[src/rtl/motoro3_pkg.sv]
// Shared types and constants for the three-phase commutation sequencer.
// ST_FAULT exists only when STALL_DETECT_EN is defined.
package motoro3_pkg;

  typedef enum logic [1:0] {
    ST_IDLE,
    ST_DEAD,
    ST_DRIVE
`ifdef STALL_DETECT_EN
    , ST_FAULT
`endif
  } state_t;

  // {phH, phL}, each {w,v,u}, indexed by commutation step
  localparam logic [5:0] PATTERN [6] = '{
    6'b001_010, 6'b001_100, 6'b010_100,
    6'b010_001, 6'b100_001, 6'b100_010
  };

  function automatic logic [2:0] next_step(input logic [2:0] cur, input logic dir);
    if (dir) return (cur >= 3'd5) ? 3'd0 : cur + 3'd1;
    else     return (cur == 3'd0) ? 3'd5 : cur - 3'd1;
  endfunction

endpackage

[src/rtl/motoro3_edge_sync.sv]
// Two-flop synchroniser plus delay flop; emits a one-cycle pulse on a rising
// edge of an asynchronous input. Flops update on the falling clock edge.
module motoro3_edge_sync (
  input  logic clk50mhz,
  input  logic nRst,
  input  logic async_in,
  output logic rise
);

  logic s1, s2, s3;

  always_ff @(negedge clk50mhz or negedge nRst) begin
    if (!nRst) begin
      s1 <= 1'b0;
      s2 <= 1'b0;
      s3 <= 1'b0;
    end else begin
      s1 <= async_in;
      s2 <= s1;
      s3 <= s2;
    end
  end

  assign rise = s2 & ~s3;

endmodule

[src/rtl/motoro3_phase_seq.sv]
// Six-step three-phase bridge sequencer with dead time between steps.
// Optional stall fault detection is enabled by defining STALL_DETECT_EN.
module motoro3_phase_seq
  import motoro3_pkg::*;
#(
  parameter int unsigned DEADTIME     = 4,
  parameter int unsigned STALL_CYCLES = 1024
) (
  input  logic       clk50mhz,
  input  logic       nRst,
  input  logic       clkM3,
  input  logic       enable,
  input  logic       dir,
  output logic [2:0] phH,
  output logic [2:0] phL,
  output logic [2:0] step,
  output logic       stepMissed,
  output logic       fault
);

  logic       rise;
  logic       stalled;
  state_t     state, state_nx;
  logic [7:0] dead_cnt, dead_nx;
  logic [2:0] step_nx, h_nx, l_nx;
  logic       missed_nx;

  motoro3_edge_sync u_sync (
    .clk50mhz (clk50mhz),
    .nRst     (nRst),
    .async_in (clkM3),
    .rise     (rise)
  );

`ifdef STALL_DETECT_EN
  logic [15:0] stall_cnt;

  always_ff @(negedge clk50mhz or negedge nRst) begin
    if (!nRst)                            stall_cnt <= '0;
    else if (state == ST_IDLE || rise)    stall_cnt <= '0;
    else if (stall_cnt != '1)             stall_cnt <= stall_cnt + 16'd1;
  end

  assign stalled = (stall_cnt >= 16'(STALL_CYCLES));
  assign fault   = (state == ST_FAULT);
`else
  assign stalled = 1'b0;
  assign fault   = 1'b0 & (STALL_CYCLES != 0);
`endif

  // Gate outputs are registered: all-off is the default every cycle, so no
  // path can ever present H and L of the same phase together.
  always_comb begin
    state_nx  = state;
    dead_nx   = dead_cnt;
    step_nx   = step;
    h_nx      = '0;
    l_nx      = '0;
    missed_nx = 1'b0;
    case (state)
      ST_IDLE: begin
        if (enable) begin
          state_nx = ST_DEAD;
          dead_nx  = 8'(DEADTIME);
        end
      end
      ST_DEAD: begin
        if (!enable) begin
          state_nx = ST_IDLE;
        end else begin
          missed_nx = rise;
          if (dead_cnt <= 8'd1) begin
            state_nx     = ST_DRIVE;
            dead_nx      = '0;
            {h_nx, l_nx} = PATTERN[step];
          end else begin
            dead_nx = dead_cnt - 8'd1;
          end
        end
      end
      ST_DRIVE: begin
        if (!enable) begin
          state_nx = ST_IDLE;
        end else if (rise) begin
          step_nx  = next_step(step, dir);
          state_nx = ST_DEAD;
          dead_nx  = 8'(DEADTIME);
        end else begin
          {h_nx, l_nx} = PATTERN[step];
        end
      end
`ifdef STALL_DETECT_EN
      ST_FAULT: state_nx = ST_FAULT;
`endif
      default: state_nx = ST_IDLE;
    endcase
`ifdef STALL_DETECT_EN
    if (stalled && (state == ST_DEAD || state == ST_DRIVE)) begin
      state_nx  = ST_FAULT;
      step_nx   = step;
      h_nx      = '0;
      l_nx      = '0;
      missed_nx = 1'b0;
    end
`endif
  end

  always_ff @(negedge clk50mhz or negedge nRst) begin
    if (!nRst) begin
      state      <= ST_IDLE;
      dead_cnt   <= '0;
      step       <= '0;
      phH        <= '0;
      phL        <= '0;
      stepMissed <= 1'b0;
    end else begin
      state      <= state_nx;
      dead_cnt   <= dead_nx;
      step       <= step_nx;
      phH        <= h_nx;
      phL        <= l_nx;
      stepMissed <= missed_nx;
    end
  end

endmodule
[config.mk]
export PLATFORM = sky130hd
export DESIGN_NAME = motoro3_phase_seq
export DESIGN_NICKNAME = d
export VERILOG_FILES = /design/src/rtl/motoro3_pkg.sv /design/src/rtl/motoro3_edge_sync.sv /design/src/rtl/motoro3_phase_seq.sv
export SDC_FILE = /design/constraint.sdc
export NUM_CORES = 1
export LEC_CHECK = 0
export ABC_AREA = 1
export CELL_PAD_IN_SITES_DETAIL_PLACEMENT = 0
export CELL_PAD_IN_SITES_GLOBAL_PLACEMENT = 2
export CORE_ASPECT_RATIO = 0.9
export CORE_UTILIZATION = 39
export DETAILED_ROUTE_END_ITERATION = 16
export DONT_BUFFER_PORTS = 1
export GPL_ROUTABILITY_DRIVEN = 1
export PLACE_DENSITY_LB_ADDON = 0.1
export SLEW_MARGIN = 20
export SYNTH_ARGS = -nofsm -noshare
export SYNTH_HDL_FRONTEND = slang
export SYNTH_SLANG_ARGS = --single-unit
export TNS_END_PERCENT = 20
[constraint.sdc]
create_clock -name clk50mhz -period 2.8 [get_ports clk50mhz]
set_input_delay 0.84 -clock clk50mhz [delete_from_list [all_inputs] [get_ports clk50mhz]]
set_output_delay 0.84 -clock clk50mhz [all_outputs]
set_load 0.02 [all_outputs]
==> run summary, run 1 <==
- **result of the run** finished with violations
- **failing checks** negative setup slack
- **Max Fanout on Critical Path** 2
- **Total Nets Final** 190
- **count of boundary I/O pins** 16
- **number of nets still failing antenna checks after routing** 0
- **Synth area leader** sky130_fd_sc_hd__dfrtn_1
- **total half-perimeter wirelength after legalization and detailed placement** 1988 um
- **EDFF count, synth** 0
- **net count after synthesis** 181
- **synthesized cell area** 1343 um^2
- **Root Driver** sky130_fd_sc_hd__clkbuf_8
- **Worst Reg-to-Reg Cells** 8
- **WP data required** 1.96 ns
- **total negative slack** -2.184 ns
- **clock-pin slew on the worst setup and hold paths** 0.06 ns
- **first-pass GRT wire length** 4671 um
- **total CTS buffers** 3
- **vias post-DR** 1052
- **count of non-filler cells in the finished layout** 216
- **Finished Core Util** 47.41%
- **CTS max path bufs** 2
- **growth of design area from synthesis to finish** 11.65%
- **share of the synthesized area in the top cell type** 42.87%
- **Overflow after GRT** 0
- **number of standard-cell rows in the floorplan** 19
- **routability congestion estimate from global placement** 0.8247
- **core footprint** 3162 um^2
- **Crit Reg-Reg Endpoint** dead_cnt[6]
- **Routed Wire Length** 2583 um
- **Clock Sinks** 23
- **Final Worst Setup Slack** -0.2380 ns
- **TritonCTS clock tree** built
- **number of hold buffers added after cts** 0
- **final slew viol count** 0
- **prevailing post-synth register cell** sky130_fd_sc_hd__dfrtn_1
- **post-synthesis sequential element count** 23
- **Worst Setup SP** step[0]
- **setup-violating endpoint count in the final report** 10
- **Reg-to-Reg Start** state[1]
- **maximum number of pins on one net before global-route repair** 24
- **Filler Cells Inserted** 324
- **floorplan die height** 57.66 um
- **number of detailed-routing iterations run before antenna repair** 5
- **most used cells in the layout excluding fill and tap cells** sky130_fd_sc_hd__nand2_1, sky130_fd_sc_hd__nor2_1, sky130_fd_sc_hd__dfrtn_1, sky130_fd_sc_hd__inv_1
- **Pwr per Cell Area** 1070 nW/um^2
- **n_diodes** 0
- **DR WL/cell** 11.96 um
- **Port Buffers** 0
- **path type of the worst setup path** flip-flop to output pin
- **count of endpoints failing hold in the final timing report** 0
- **ratio of routed vias to standard cells** 4.870
- **Skew-Pair Late Insertion Delay** 0.27 ns
- **post-route clock skew** 0.004454 ns
- **max-capacitance violation count** 0
- **buffers inserted during post-CTS setup optimization** 0
- **Horiz. Die Dim** 63.85 um
- **Resize count post-CTS** 0
- **peak ir drop on the vdd network** 0.0005165 V
- **starting density of the core** 42.46%
- **proportion of layout cells with a drive suffix above 1** 16.67%
- **most common cell after layout, fill and taps aside** sky130_fd_sc_hd__nand2_1
- **part of the Yosys area used for sequential elements** 42.87%
- **GRT Overall Usage** 16.52%
- **Critical path destination** step[0]
- **average cell area after synthesis** 8.088 um^2
- **class of the worst hold path** flip-flop to flip-flop
- **DRT iter0 DRCs** 66
- **category of the worst setup path launch point** flip-flop
- **endpoint kind of the worst setup timing path** output pin
- **RSZ-0062 raised after global routing** true
- **top area cells in the synthesized netlist** sky130_fd_sc_hd__dfrtn_1, sky130_fd_sc_hd__ha_1, sky130_fd_sc_hd__nand2_1
- **Crit path depth** 0
- **Synth Instances** 166
- **number of DRC violations after detailed routing** 0
- **standby leakage power** 0.0007507 uW
- **total number of yosys warnings** 0
- **overall die area** 3681 um^2
- **worst endpoint data arrival time** 2.20 ns
- **number of placed instances with taps included** 212
- **Max H-tree Level** 1
- **overall power consumption** 1604 uW
- **vias in the first global route** 1012
- **antenna violations before repair** 0
- **flop2flop setup slack** 1.09 ns
- **number of distinct library cell variants in the gate-level netlist after synthesis** 27
- **asr flop ratio synth** 100.0%
## per-layer routing
layer  GRT usage, %  part of all wire (%)
met3          4.331                   4.2
met2          24.47                    41
met5              0                     0
met4          4.870                  0.85
met1          23.69                    54
## cell families after synthesis
group	after synthesis	synth area share, %
AND/OR/NAND/NOR	81	27.68
buffers and inverters	24	7.828
XOR/XNOR	3	1.957
other	1	0.2793
AO/OA/AOI/OAI	24	10.07
adder cells (fa/ha/maj)	10	9.320
flip-flops	23	42.87
## cell type report
class                           instances  area (um^2)  share of cell area (%)
Multi-Input combinational cell        119        679.4                   45.33
Sequential cell                        23        575.6                   38.40
Inverter                               21        93.84                   6.260
Timing Repair Buffer                    7        52.55                   3.506
Tap cell                               42        52.55                   3.506
Clock buffer                            4        45.04                   3.005
## power breakdown
group / total [uW] / internal [uW] / switching [uW]
logic: 858 / 332 / 526
registers: 541 / 431 / 110
clock network: 205 / 101 / 103
total: 1600 / 864 / 740
## how the worst min path moves through the flow
stage,from,to,cells after the start
final,u_sync.s1,u_sync.s2,0
after global routing,u_sync.s1,u_sync.s2,0
after CTS,u_sync.s1,u_sync.s2,0
after detailed placement,u_sync.s1,u_sync.s2,0
after global placement,u_sync.s1,u_sync.s2,0
after floorplan,u_sync.s1,u_sync.s2,0
## sequential cells by signal, indices dropped and copies added (netlist names)
| name | count |
|---|---|
| dead_cnt | 8 |
| phH | 3 |
| phL | 3 |
| state | 2 |
| step | 3 |
| stepMissed | 1 |
| u_sync.s1 | 1 |
| u_sync.s2 | 1 |
| u_sync.s3 | 1 |
## metrics by stage
| stage | hold WS [ns] | worst slack (ns) | area [um^2] |
|---|---|---|---|
| after floorplan | 0.2917 | -0.1465 | 1373 |
| after global placement | 0.3068 | -0.1952 | 1454 |
| after detailed placement | 0.2962 | -0.2079 | 1454 |
| after CTS | 0.2966 | -0.2474 | 1499 |
| after global routing | 0.3012 | -0.2707 | 1499 |
| final | 0.2933 | -0.2380 | 1499 |
## synthesized netlist by cell type, types with 3 or more instances
cell type,number
sky130_fd_sc_hd__nor2_1,26
sky130_fd_sc_hd__ha_1,10
sky130_fd_sc_hd__o21ai_1,4
sky130_fd_sc_hd__nand2_1,31
sky130_fd_sc_hd__inv_2,3
sky130_fd_sc_hd__xor2_1,3
sky130_fd_sc_hd__dfrtn_1,23
sky130_fd_sc_hd__nand4_1,3
sky130_fd_sc_hd__nand3_1,11
sky130_fd_sc_hd__a21oi_1,5
sky130_fd_sc_hd__o21ai_0,10
sky130_fd_sc_hd__inv_1,17
## worst reg2reg max path: cells and delay by family (launching register included)
family | cells | cell delay [ns]
compound gates | 1 | 0.19
flops | 1 | 0.45
simple gates | 5 | 0.53
buf+inv | 1 | 0.07
fa+ha+maj | 1 | 0.31
Note: power is estimated with default switching activity, not from simulation.
==> run 2: changes to the inputs <==
- PLACE_DENSITY: default -> 0.79
- PLACE_DENSITY_LB_ADDON: 0.1 -> default
==> run 2 against run 1 <==
Compared with the run above: the flow still finishes with violations (negative setup slack); die area unchanged; sequential power increased by 1%; wire length increased by 4.3%; critical endpoint is now step[1].
==> run summary, run 2 (synthesis gave the netlist of run 1 again) <==
- **result of the run** finished with violations
- **failing checks** negative setup slack
- **first-pass GRT wire length** 4616 um
- **RSZ-0062 raised after global routing** true
- **clock-pin slew on the worst setup and hold paths** 0.06 ns
- **Max H-tree Level** 1
- **Root Driver** sky130_fd_sc_hd__clkbuf_8
- **post-route clock skew** 0.003699 ns
- **Clock Sinks** 23
- **clock network power share** 13.0%
- **total negative slack** -2.288 ns
- **path type of the worst setup path** flip-flop to output pin
- **class of the worst hold path** flip-flop to flip-flop
- **antenna violations before repair** 0
- **Horiz. Die Dim** 63.85 um
- **Final Worst Setup Slack** -0.2462 ns
- **total area of multi-input combinational cells** 679.4 um^2
- **DR WL/cell** 12.30 um
- **setup-violating endpoint count in the final report** 10
- **Net Sw Frac** 46.49%
- **floorplan die height** 57.66 um
- **count of endpoints failing hold in the final timing report** 0
- **worst endpoint data arrival time** 2.21 ns
- **standby leakage power** 0.0007624 uW
- **CTS max path bufs** 2
- **DRT iter0 DRCs** 54
- **flop2flop setup slack** 1.08 ns
- **Max Fanout on Critical Path** 2
- **Resize count post-CTS** 0
- **sequential share of power** 33.5%
- **worst hold margin** 0.2983 ns
- **number of hold buffers added after cts** 0
- **worst hold path cell count** 0
- **overall die area** 3681 um^2
- **max-capacitance violation count** 0
- **Overflow after GRT** 0
- **most common cell after layout, fill and taps aside** sky130_fd_sc_hd__nand2_1
- **Total Nets Final** 193
- **vias post-DR** 1053
- **number of flip-flops in the largest register** 8
- **Port Buffers** 0
- **WP data required** 1.96 ns
- **routability congestion estimate from global placement** 0.8499
- **Crit Reg-Reg Endpoint** dead_cnt[6]
- **Filler Cells Inserted** 316
- **overall power consumption** 1637 uW
- **growth of design area from synthesis to finish** 13.61%
- **net switching power of the design** 761.2 uW
- **Worst Reg-to-Reg Cells** 8
- **Pwr per Cell Area** 1073 nW/um^2
- **Crit path depth** 0
- **number of placed instances with taps included** 215
- **category of the worst setup path launch point** flip-flop
- **starting density of the core** 42.46%
- **TritonCTS clock tree** built
- **internal power of the cells** 876.0 uW
- **Hold Crit Endpoint** u_sync.s2
- **start point of the worst min-delay path** u_sync.s1
- **peak ir drop on the vdd network** 0.0005519 V
- **number of DRC violations after detailed routing** 0
- **Skew-Pair Late Insertion Delay** 0.28 ns
- **most used cells in the layout excluding fill and tap cells** sky130_fd_sc_hd__nand2_1, sky130_fd_sc_hd__nor2_1, sky130_fd_sc_hd__dfrtn_1, sky130_fd_sc_hd__inv_1
- **total half-perimeter wirelength after legalization and detailed placement** 2093 um
- **worst setup slack after placement** -0.1857 ns
- **Reg-to-Reg Start** state[1]
- **ratio of routed vias to standard cells** 4.808
- **GRT Overall Usage** 16.50%
- **core footprint** 3162 um^2
- **number of nets still failing antenna checks after routing** 0
- **Routed Wire Length** 2694 um
- **total area of sequential cells** 575.6 um^2
- **n_diodes** 0
- **endpoint kind of the worst setup timing path** output pin
- **maximum number of pins on one net before global-route repair** 24
- **number of detailed-routing iterations run before antenna repair** 4
- **number of standard-cell rows in the floorplan** 19
- **final slew viol count** 0
- **total CTS buffers** 3
- **power share of the combinational group** 53.6%
- **proportion of layout cells with a drive suffix above 1** 18.64%
- **vias in the first global route** 978
- **Reg with most FFs** dead_cnt
- **count of non-filler cells in the finished layout** 219
- **count of boundary I/O pins** 16
## run 2: per-layer routing
layer	global-route usage, %	share of wire (%)
met1	20.91	48
met5	0	0
met3	3.937	5.7
met2	28.57	45
met4	3.896	0.78
## run 2: worst max-delay path by stage
stage | from | to
after floorplan | enable | dead_cnt[0]
after global placement | enable | dead_cnt[5]
after detailed placement | enable | dead_cnt[6]
after CTS | step[2] | step[2]
after global routing | step[2] | step[2]
final | step[1] | step[1]
## run 2: area by class of cell
type                       instances  share of cell area (%)
timing repair buffer              10                   4.922
sequential                        23                   37.74
clock buffer                       3                   2.707
multi-input combinational        119                   44.54
clock inverter                     1                  0.4922
inverter                          21                   6.153
tap                               42                   3.445
## run 2: through the flow
| step | util, % | instance area [um^2] |
|---|---|---|
| 4_1_cts | 48.24 | 1525 |
| 3_3_place_gp | 46.70 | 1476 |
| 6_report | 48.24 | 1525 |
| 2_1_floorplan | - | 1373 |
| 5_1_grt | 48.24 | 1525 |
| 3_5_place_dp | 46.70 | 1476 |
## run 2: power by group through the flow
| stage | logic, uW | clock network (uW) | registers [uW] |
|---|---|---|---|
| after floorplan | 674 | 0 | 538 |
| after global placement | 879 | 0 | 551 |
| after detailed placement | 879 | 0 | 553 |
| after CTS | 882 | 223 | 548 |
| after global routing | 1000 | 231 | 563 |
| final | 877 | 213 | 548 |
## run 2: timing repair
action / 4_1_cts / 5_1_grt
pin swaps: 0 / 0
setup buffers: 0 / 0
setup endpoints to repair: 10 / 10
==> RTL change 1: new RTL, settings of run 1 <==
Add a define of `STALL_DETECT_EN`.
--- a/src/rtl/motoro3_pkg.sv
+++ b/src/rtl/motoro3_pkg.sv
@@ -1,5 +1,7 @@
 // Shared types and constants for the three-phase commutation sequencer.
 // ST_FAULT exists only when STALL_DETECT_EN is defined.
+`define STALL_DETECT_EN
+
 package motoro3_pkg;
 
   typedef enum logic [1:0] {
Formal check against the unedited RTL: same outputs for any inputs over 10 cycles, from zero or initial values and one cycle with nRst low; that may be too few to reach the edited logic, so the function may still have changed.
==> RTL change 1 against run 1 <==
Count of clock-buffer cells in the layout rose by 4; cell area up 77%; critical path type unchanged; first-iteration DRC count is 33% higher; synthesized area grew 77%; routed wire length increased by 96%; worst setup slack worse by 0.16 ns; total power down 31%; the run ends with design-rule violations, negative setup slack left; sequential cell count grew 16.
==> RTL change 1: results (changes against run 1) <==
Clock network
  • Num CTS Buffers: 5 (was 3)
  • Clk Latency, worst-skew pair: 0.29 ns (was 0.27 ns)
  • CTS H-tree lvls: 2 (was 1)

Power and ir drop
  • Worst VDD drop: 0.220 mV (was 0.516 mV)
  • Pwr dens: 418 nW/um^2 (was 1070 nW/um^2)
  • Leakage: 0.00132 uW (was 0.000751 uW)
  • Combinational group power: 62.3 uW (was 858 uW)

Yosys
  • Synth top cells by count: nand2_1, nor2_1, dfrtn_1, inv_1, nand3_1 (unchanged)
  • Syn_nets: 330 (was 181)
  • Sequential fraction of the synthesis area: 0.411 (was 0.429)
  • Netlist cell types: 33 (was 27)
  • Area contributors post-synth: dfrtn_1, nand2_1, nor2_1 (was dfrtn_1, ha_1, nand2_1)
  • Post-Syn Instances: 313 (was 166)

GRT
  • Pin count of the biggest net entering global routing: 40 (was 24)
  • Global-route wire length before repair: 8640 um (was 4670 um)
  • Number of global-route vias before repair: 1826 (was 1012)
  • All-layer global routing usage: 0.171 (was 0.165)

Worst setup path
  • Reg-to-reg endpoint: dead_cnt[2] (was dead_cnt[6])
  • Reg-to-reg startpoint: state[0] (was state[1])
  • Crit-path max FO: 3 (was 2)
  • Reg2Reg Depth: 9 (was 8)

Timing
  • Setup TNS: -2.82 ns (was -2.18 ns)
  • Final Worst Setup Slack: -0.401 ns (was -0.238 ns)
  • Final setup violation count: 11 (was 10)
  • Final hold slack: 0.322 ns (was 0.293 ns)
  • Setup Skew: 0.00298 ns (was 0.00445 ns)

Drt
  • Routed WL: 5060 um (was 2580 um)
  • DRC errors left: 6 (was 0)
  • Initial DRC Count: 88 (was 66)
  • DR vias/cell: 4.94 (was 4.87)
  • Total number of vias: 1967 (was 1052)

Run status
  • Failing checks: design-rule violations, negative setup slack (was negative setup slack)
  • Status: complete, but fails checks (unchanged)

Place
  • Setup WS pre-CTS: -0.104 ns (was -0.208 ns)
  • DP Area: 2550 um^2 (was 1450 um^2)
  • Placed insts: 390 (was 212)
  • DP Wirelength: 3760 um (was 1990 um)

Cells and area
  • Nets@finish: 344 (was 190)
-- RTL change 1: cell type report --
cell class                 count  area share
tap                           70      0.0330
inverter                      41      0.0594
multi-input combinational    231       0.476
sequential                    39       0.368
clock buffer                   8      0.0377
timing repair buffer           9      0.0255
-- RTL change 1: logic make-up after synthesis --
logic type      share of synthesized area
simple gates                        0.365
buf+inv                            0.0722
xor+xnor                          0.00738
fa+ha+maj                          0.0632
compound gates                     0.0817
flops                               0.411
-- RTL change 1: metal layers --
layer / part of all wire / global-route usage / up-vias
met4: 0.010 / 0.0569 / 0
met1: 0.52 / 0.250 / 915
met2: 0.43 / 0.250 / 24
met5: 0 / 0 / -
met3: 0.041 / 0.0368 / 5
li1: - / - / 1023
-- RTL change 1: how the worst max path moves through the flow --
stage,startpoint,endpoint,slack (ns),cells after the start
after detailed placement,state[1],fault,-0.10,1
after floorplan,state[1],fault,-0.09,1
after global placement,state[1],fault,-0.09,1
final,state[0],fault,-0.40,1
after CTS,state[0],fault,-0.42,1
after global routing,state[0],fault,-0.42,1
==> RTL change 2: new RTL, config.mk and constraints of run 1 <==
Made on the original files. Encoding of `state_t`: now one-hot (3 bits for 3 states).
--- a/src/rtl/motoro3_pkg.sv
+++ b/src/rtl/motoro3_pkg.sv
@@ -2,10 +2,10 @@
 // ST_FAULT exists only when STALL_DETECT_EN is defined.
 package motoro3_pkg;
 
-  typedef enum logic [1:0] {
-    ST_IDLE,
-    ST_DEAD,
-    ST_DRIVE
+  typedef enum logic [2:0] {
+    ST_IDLE  = 3'b001,
+    ST_DEAD  = 3'b010,
+    ST_DRIVE = 3'b100
 `ifdef STALL_DETECT_EN
     , ST_FAULT
 `endif
Behaviour: same outputs for any inputs over 10 cycles, from zero or initial values and one cycle with nRst low; not proved beyond that.
==> RTL change 2 against run 1 <==
The run still ends with negative setup slack left; worst setup slack got worse by 0.057 ns; sequential cell count rose by 1; routed wire length is 5.0% lower; combinational power fell by 41%; cell area is 6.9% lower; synthesized area is 4.6% lower; total power fell by 28%; hold slack improved by 0.019 ns; die area shrank 4.4%; sequential share of layout area grew 4.7 points; register-to-register slack gained 0.08 ns; non-clock buffer count shrank 1; largest power group unchanged.
==> RTL change 2: results (changes against run 1) <==
Run status
  • Status: complete, but fails checks (unchanged)
  • Failing checks: negative setup slack (unchanged)

Timing
  • Setup TNS: -2.73 ns (was -2.18 ns)
  • Setup Skew: 0.0616 ns (was 0.00445 ns)
  • Final setup violation count: 10 (unchanged)
  • Final Worst Setup Slack: -0.295 ns (was -0.238 ns)

Clock network
  • Clk Latency, worst-skew pair: 0.37 ns (was 0.27 ns)
  • Num CTS Buffers: 3 (unchanged)
  • CTS H-tree lvls: 1 (unchanged)
  • Clock Path Buffers: 2 (unchanged)
  • Root buf cell: clkbuf_4 (was clkbuf_8)
  • Worst-path clk slew: 0.09 ns (was 0.06 ns)

Yosys
  • Sequential fraction of the synthesis area: 0.470 (was 0.429)
  • Syn_nets: 176 (was 181)
  • Synth top cells by count: nand2_1, dfrtn_1, inv_1, nor2_1, o21ai_0 (was nand2_1, nor2_1, dfrtn_1, inv_1, nand3_1)
  • Netlist cell types: 23 (was 27)
  • Area contributors post-synth: dfrtn_1, nand2_1, inv_1 (was dfrtn_1, ha_1, nand2_1)
  • Yosys warnings: 0 (unchanged)

GRT
  • Pin count of the biggest net entering global routing: 25 (was 24)
  • Met2 Track Usage GR: 0.258 (was 0.245)
  • Global-route wire length before repair: 4560 um (was 4670 um)
  • Global Route met1 Usage: 0.233 (was 0.237)
  • All-layer global routing usage: 0.167 (was 0.165)
  • Met3 usage: 0.0427 (was 0.0433)
  • Number of global-route vias before repair: 1013 (was 1012)

Place
  • RePlAce Congestion: 0.781 (was 0.825)
  • DP Wirelength: 1870 um (was 1990 um)
  • Setup WS pre-CTS: -0.0645 ns (was -0.208 ns)

Min path
  • Hold Startpoint: u_sync.s1 (unchanged)
  • Worst Hold End: u_sync.s2 (unchanged)

Drt
  • DR vias/cell: 4.79 (was 4.87)
  • Initial DRC Count: 34 (was 66)
  • Routed WL per cell: 11.4 um (was 12.0 um)
  • DRT Pass-1 Iters: 4 (was 5)

Power and ir drop
  • Leakage: 0.000739 uW (was 0.000751 uW)
  • Worst VDD drop: 0.303 mV (was 0.516 mV)

Cells and area
  • Share of cells above drive strength 1: 0.104 (was 0.167)
  • # diodes: 0 (unchanged)
  • Nets@finish: 185 (was 190)

Worst setup path
  • Arr. time, crit path: 2.25 ns (was 2.20 ns)
  • Reg2Reg Depth: 7 (was 8)
  • R2r setup slk: 1.17 ns (was 1.09 ns)
  • Reg-to-reg startpoint: step[0] (was state[1])
  • Reg-to-reg endpoint: step[2] (was dead_cnt[6])
-- RTL change 2: layer usage --
metal / vias up / part of all wire
met5: - / 0
met4: 0 / 0.011
met3: 4 / 0.050
met2: 24 / 0.41
met1: 473 / 0.53
li1: 529 / -
-- RTL change 2: cell type report --
class                           instances  area (um^2)
Fill cell                             320         1700
Sequential cell                        24          602
Multi-Input combinational cell        116          583
Inverter                               22         82.6
Tap cell                               42         52.6
Timing Repair Buffer                    6         45.0
Clock buffer                            3         22.5
Clock inverter                          2         7.51
-- RTL change 2: worst max path at each step --
stage                 start     endpoint  slack, ns  cells after the start
floorplan           step[0]      step[0]     -0.003                      0
global placement     enable  dead_cnt[3]      -0.05                      6
detailed placement   enable  dead_cnt[5]      -0.06                      6
CTS                 step[0]      step[0]      -0.30                      0
global route        step[0]      step[0]      -0.33                      0
finish              step[0]      step[0]      -0.29                      0
-- RTL change 2: cells by family (layout without fill, tap and decap cells) --
logic type	after synthesis	count (layout)	synth area share
AO/OA/AOI/OAI	18	18	0.0762
XOR/XNOR	4	4	0.0273
adder cells (fa/ha/maj)	6	6	0.0586
buffers and inverters	25	33	0.0771
flip-flops	24	24	0.470
other	1	1	0.00293
AND/OR/NAND/NOR	87	87	0.288
-- RTL change 2: repair_timing --
action,CTS,global route
hold buffers,0,0
endpoints found under the setup margin,10,10
setup buffers,0,0
-- RTL change 2: power breakdown --
part           internal [uW]  switching (uW)  leakage (uW)
combinational            184             318      0.000399
sequential               423            64.6      0.000319
clock                   54.1             109     0.0000207
total                    662             492      0.000739
-- RTL change 2: stage by stage --
stage	cell area (um^2)	hold slack, ns	instances	utilization
floorplan	1280	0.292	165	-
global placement	1370	0.302	211	0.443
detailed placement	1370	0.307	211	0.443
CTS	1400	0.322	215	0.451
global route	1400	0.344	215	0.451
finish	1400	0.312	215	0.451
